==> config.mk <==
export PLATFORM = sky130hd
export DESIGN_NAME = pipe_skid_stage
export DESIGN_NICKNAME = d
export VERILOG_FILES = /design/src/rtl/pipe_skid_stage.sv
export SDC_FILE = /design/constraint.sdc
export NUM_CORES = 1
export LEC_CHECK = 0
export CORE_UTILIZATION = 48
export CTS_CLUSTER_SIZE = 30
export DETAILED_ROUTE_END_ITERATION = 12
export PLACE_DENSITY = 0.8
export SYNTH_ARGS = -nofsm -noshare
export SYNTH_HDL_FRONTEND = slang
export SYNTH_SLANG_ARGS = --single-unit
==> constraint.sdc <==
create_clock -name clk -period 2 [get_ports clk]
set_input_delay 0.5 -clock clk [delete_from_list [all_inputs] [get_ports clk]]
set_output_delay 0.5 -clock clk [all_outputs]
set_load 0.02 [all_outputs]
==> src/rtl/pipe_skid_stage.sv <==
// Two-entry skid buffer pipeline stage with fully registered valid/ready outputs.
// Optional backpressure statistic counter enabled by defining PIPE_SKID_STALL_CNT_EN.
module pipe_skid_stage #(
    parameter int N = 31
) (
    input  logic         clk,
    input  logic         rst,
    input  logic         flush,
    input  logic         in_valid,
    input  logic [N:0]   in_data,
    output logic         in_ready,
    output logic         out_valid,
    output logic [N:0]   out_data,
    input  logic         out_ready,
    output logic [15:0]  stall_cnt
);

    typedef enum logic [1:0] {
        S_EMPTY = 2'd0,
        S_BUSY  = 2'd1,
        S_FULL  = 2'd2
    } state_t;

    state_t       r_state;
    logic [N:0]   r_main;
    logic [N:0]   r_skid;
    logic         r_out_valid;
    logic         r_in_ready;
    logic         w_xfer_in;
    logic         w_xfer_out;

    assign w_xfer_in  = in_valid & r_in_ready;
    assign w_xfer_out = r_out_valid & out_ready;

    assign in_ready  = r_in_ready;
    assign out_valid = r_out_valid;
    assign out_data  = r_main;

    // Valid/ready are kept as their own flops so neither depends on this cycle's handshake inputs.
    always_ff @(posedge clk or negedge rst) begin
        if (!rst) begin
            r_state     <= S_EMPTY;
            r_main      <= '0;
            r_skid      <= '0;
            r_out_valid <= 1'b0;
            r_in_ready  <= 1'b1;
        end else if (flush) begin
            r_state     <= S_EMPTY;
            r_out_valid <= 1'b0;
            r_in_ready  <= 1'b1;
        end else begin
            case (r_state)
                S_EMPTY: begin
                    if (w_xfer_in) begin
                        r_main      <= in_data;
                        r_state     <= S_BUSY;
                        r_out_valid <= 1'b1;
                        r_in_ready  <= 1'b1;
                    end
                end
                S_BUSY: begin
                    if (w_xfer_in && w_xfer_out) begin
                        r_main <= in_data;
                    end else if (w_xfer_out) begin
                        r_state     <= S_EMPTY;
                        r_out_valid <= 1'b0;
                        r_in_ready  <= 1'b1;
                    end else if (w_xfer_in) begin
                        r_skid     <= in_data;
                        r_state    <= S_FULL;
                        r_in_ready <= 1'b0;
                    end
                end
                S_FULL: begin
                    if (w_xfer_out) begin
                        r_main     <= r_skid;
                        r_state    <= S_BUSY;
                        r_in_ready <= 1'b1;
                    end
                end
                default: begin
                    r_state     <= S_EMPTY;
                    r_out_valid <= 1'b0;
                    r_in_ready  <= 1'b1;
                end
            endcase
        end
    end

`ifdef PIPE_SKID_STALL_CNT_EN
    logic [15:0] r_stall_cnt;

    // Saturating count of edges where downstream refused a valid word.
    always_ff @(posedge clk or negedge rst) begin
        if (!rst) begin
            r_stall_cnt <= '0;
        end else if (flush) begin
            r_stall_cnt <= '0;
        end else if (r_out_valid && !out_ready && (r_stall_cnt != 16'hFFFF)) begin
            r_stall_cnt <= r_stall_cnt + 16'd1;
        end
    end

    assign stall_cnt = r_stall_cnt;
`else
    assign stall_cnt = 16'h0000;
`endif

endmodule

# Word-level counts from Yosys, hierarchy flattened
# Cells that the tools add are included.
[totals] regBits=68 out_inout_bits=50
[op_classes] n_eq_ne=11 muxes=22 n_bitwise=5 reduce_logical=7
[op_table] operator="2-to-1 mux 32 bit" count=3
[op_table] operator="one-hot mux 32 bit (3 select lines)" count=1
[op_table] operator="2-to-1 mux 2 bit" count=6
[op_table] operator="!= test 3 bit (second input constant)" count=4
[op_table] operator="AND reduction 5 bit" count=2
[op_table] operator="2-to-1 mux 1 bit" count=9
[op_table] operator="!= test 2 bit (second input constant)" count=4
[op_table] operator="AND reduction 4 bit" count=2
[op_table] operator="one-hot mux 1 bit (3 select lines)" count=2
[op_table] operator="one-hot mux 2 bit (3 select lines)" count=1
[op_table] operator="!= test 4 bit (second input constant)" count=1
[op_table] operator="inverter 1 bit" count=3
[op_table] operator="nonzero test 3 bit" count=1
[op_table] operator="AND 1 bit" count=2
[op_table] operator="equality test 2 x 1 -> 1 bit (second input constant)" count=1
[op_table] operator="equality test 2 bit (second input constant)" count=1
[op_table] operator="zero test 2 bit" count=1
[op_table] operator="logical AND 1 bit" count=1

# Depth between registers and ports, before layout
[depth] ltp_word=6 mapped_depth=6 depth_no_buf=4

# Least setup slack after synthesis
# OpenSTA, ideal clock, no wires.
[synth_path] path_kind="reg-to-reg" from="reg r_in_ready (netlist: in_ready)" to="reg r_skid[0]" arrival_ns=1.754 required_ns=1.875 path_slack_ns=0.121 stages_incl_launch_ff=6 path_buffers=2 cell_sequence="dfstp_2 > nand2_1 > or4_1 > buf_6 > buf_12 > mux2_4"
[synth_between] elab_chain_cells=4
[synth_lines] element="start: declaration" line_no="28" rtl="logic r_in_ready;"
[synth_lines] element="start signal: assignment" line_no="46" rtl="r_in_ready <= 1'b1;"
[synth_lines] element="start signal: assignment" line_no="50" rtl="r_in_ready <= 1'b1;"
[synth_lines] element="start signal: assignment" line_no="58" rtl="r_in_ready <= 1'b1;"
[synth_lines] element="AND 1 bit (*)" line_no="32" rtl="assign w_xfer_in = in_valid & r_in_ready;"
[synth_lines] element="logical AND 1 bit" line_no="62" rtl="if (w_xfer_in && w_xfer_out) begin"
[synth_lines] element="inverter 1 bit (no line)"
[synth_lines] element="AND reduction 5 bit (no line) (*)"
[synth_lines] element="end signal: assignment" line_no="69" rtl="r_skid <= in_data;"
[synth_lines] element="end: declaration" line_no="26" rtl="logic [N:0] r_skid;"
# Mark *: on every way between the ends. The rest lies on a longest branch, timed or not.
# A chain may end at the register's enable or synchronous reset.

# Final worst setup path
[layout_path] from="reg r_out_valid (netlist: out_valid)" to="out out_valid"
[layout_lines] element="start: declaration" line_no="27" rtl="logic r_out_valid;"
[layout_lines] element="start signal: assignment" line_no="45" rtl="r_out_valid <= 1'b0;"
[layout_lines] element="start signal: assignment" line_no="49" rtl="r_out_valid <= 1'b0;"
[layout_lines] element="start signal: assignment" line_no="57" rtl="r_out_valid <= 1'b1;"
[layout_lines] element="end: declaration" line_no="12" rtl="output logic out_valid,"
# No word-level cell between the ends.

==> impl_metrics.py <==
metrics = {
    "timing": {
        "min_period_ns": 1.935,
        "rsz0062_at_grt": "false",
        "finalCritPeriodShare": 0.9677,
        "report.final.slew_viol_count": 0,
        "hold_viol": 0,
        "setup_violations": 0,
        "finClkSkew_ns": 0.005500,
        "fin_ws_ns": 0.06461,
        "clock.fmax_ghz": 0.5167,
    },
    "cts": {
        "cts.sinks": 68,
        "clk_pin_slew_ns": 0.07,
        "cts_resized": 8,
        "cts-root-buf": "clkbuf_8",
        "clk_latency_ns": 0.33,
        "numCtsBuffers": 9,
        "clockBufferDepth": 2,
        "hold_buffers": 0,
        "cts_tree": "done",
        "post_cts_buffers": 0,
        "htreeDepth": 3,
    },
    "setup_path": {
        "cp_max_fo": 6,
        "rrSetupSlack_ns": 0.20,
        "criticalPathCategory": "flip-flop to output pin",
        "reg2reg_from": "in_ready$_DFFE_PN1P_",
        "endpoint_kind": "output pin",
        "timing.rr.end": "r_skid[16]$_DFFE_PN0P_",
        "crit_arrival_ns": 1.44,
        "critical_path_required_ns": 1.50,
        "worstSetupStartpointType": "flip-flop",
        "reg2reg_depth": 4,
    },
    "routing": {
        "via_count": 2117,
        "via_per_inst": 5.077,
        "drc": 0,
        "final_antenna_net_count": 0,
        "wirelength_mm": 6.256,
        "post_drt_wl_per_cell_um": 15.00,
        "first_iter_violations": 76,
        "first_pass_iters": 4,
    },
    "global_routing": {
        "grt-ovfl-total": 0,
        "grt_pass1_wl_mm": 10.61,
        "grt_max_degree": 69,
        "grt_usage": 0.1935,
        "grt_antenna_before_repair": 0,
        "grt_pass1_vias": 2210,
    },
    "layout": {
        "antennaDiodeCount": 0,
        "final_area_mm2": 0.004228,
        "syn2layout_area_growth_pct": 32.72,
        "drive_above_1_share": 0.2029,
        "nNetsFinal": 372,
        "final_cells": 417,
    },
    "place": {
        "dpl_worst_slack_ns": -0.4305,
        "place_inst": 401,
        "globalplace.congestion": 0.8032,
        "portBuffers": 70,
        "dp_hpwl_mm": 4.191,
        "dpl_cell_area_mm2": 0.003984,
    },
    "worst_hold_path": {
        "hold_path.class": "input port to async pin",
    },
    "synthesis": {
        "synth.distinct_cells": 30,
        "syn_area_mm2": 0.003186,
        "avgSynthCellArea_um2": 12.54,
        "yosysWarnings": 0,
        "ys_seq_area_frac": 0.5346,
        "synth.ff_latch_count": 68,
        "synthCells": 254,
    },
    "die": {
        "die-area_mm2": 0.006966,
        "ioPinCount": 87,
        "die_x_um": 83.47,
        "initial_core_util": 0.4988,
        "core_mm2": 0.006386,
        "fp-row-count": 29,
        "die_y_um": 83.47,
    },
    "power_and_ir_drop": {
        "switching_share": 0.2924,
        "p_total_mw": 5.024,
        "p_int_mw": 3.555,
        "power_leakage_nw": 1.858,
        "p_comb_frac": 0.328,
        "seqPwrFrac": 0.427,
        "power.switching_mw": 1.469,
        "p_per_area_mw_per_mm2": 1188,
        "vdd_drop_max_v": 0.0007113,
        "pwr-share-clk": 0.245,
    },
    "outcome": {
        "status": "finished clean",
    },
    "flow_run": {
        "cap_viol_max_count": 0,
    },
}
[cell usage in the layout (no fill, tap or decap), types with 2 or more instances in the layout]
master	netlist	layout
a21oi_1	35	35
buf_12	3	6
buf_4	16	10
bufinv_16	0	2
clkbuf_1	4	2
clkbuf_8	0	10
clkdlybuf4s50_1	0	68
conb_1	1	16
dfrtp_1	67	67
inv_1	2	2
mux2_2	2	2
mux2_4	30	30
mux2i_1	32	32
nand2b_1	2	2
nor2_1	36	36
[sequential cells by signal, indices dropped and copies added (netlist names)]
register,cells
out_data,32
in_ready,1
r_skid,32
r_state,2
out_valid,1
[worst max-delay path: stages, from the launching register on]
cell             delay [ns]
dfrtp_1                0.35
buf_4                  0.15
clkdlybuf4s50_1        0.60
[layout make-up]
type	count	area [um^2]
well taps	77	96.34
flip-flops and latches	68	1703
inverters	2	7.507
fillers	494	2158
clock inverters	4	72.57
clock buffers	12	145.1
multi-input cells	168	1314
repair buffers	86	889.6
[logic make-up after synthesis]
kind of cell	Yosys count	share of synthesized area
and+or+nand+nor	45	0.06206
AOI/OAI and AO/OA	43	0.07503
other	1	0.001177
DFF	68	0.5346
buffers and inverters	33	0.07816
muxes	64	0.2490
[Yosys cell counts (all sizes together)]
master / number / area (um^2)
dfrtp: 67 / 1677
nor2: 36 / 135.1
a21oi: 35 / 175.2
mux2: 32 / 473.0
mux2i: 32 / 320.3
buf: 27 / 226.5
clkbuf: 4 / 15.01
inv: 2 / 7.510
nand2b: 2 / 12.51
a211oi: 1 / 7.510
a21bo: 1 / 10.01
a22oi: 1 / 7.510
a31oi: 1 / 6.260
and2b: 1 / 7.510
conb: 1 / 3.750
dfstp: 1 / 26.28
nand2: 1 / 3.750
nand3: 1 / 5.000
nand3b: 1 / 7.510
nor4bb: 1 / 10.01
o211ai: 1 / 7.510
o21bai: 1 / 7.510
o2bb2ai: 1 / 8.760
o32ai: 1 / 8.760
or3b: 1 / 8.760
or4: 1 / 7.510
[power groups by stage]
stage                     sequential [mW]  clock (mW)  combinational, mW
after floorplan                      2.34           0              0.785
after global placement               2.14           0               1.60
after detailed placement             2.16           0               1.66
after CTS                            2.14        1.26               1.67
after global routing                 2.20        1.33               1.77
final                                2.14        1.23               1.65
[how the worst max path moves through the flow]
stage                           from  cells past startpoint                     end
5_1_grt        out_valid$_DFFE_PN0P_                      2               out_valid
3_3_place_gp               out_ready                      5  r_skid[13]$_DFFE_PN0P_
2_1_floorplan   in_ready$_DFFE_PN1P_                      5   r_skid[0]$_DFFE_PN0P_
4_1_cts        out_valid$_DFFE_PN0P_                      2               out_valid
3_5_place_dp               out_ready                      5  r_skid[16]$_DFFE_PN0P_
6_report       out_valid$_DFFE_PN0P_                      2               out_valid
[per-stage QoR]
stage,TNS [ns],hold slack (ns),util
CTS,0,0.1780,0.6620
global route,0,0.1819,0.6620
global placement,-16.47,0.4880,0.6238
floorplan,0,0.2044,-
detailed placement,-17.56,0.4952,0.6238
finish,0,0.1636,0.6620
[metal layers]
layer	share of wire	track usage	vias to the layer above
li1	-	-	1006
met4	0.0093	0.07550	0
met2	0.49	0.3115	62
met3	0.049	0.05242	5
met1	0.45	0.2507	1044
met5	0	0	-
(Power assumes the default switching activity.)
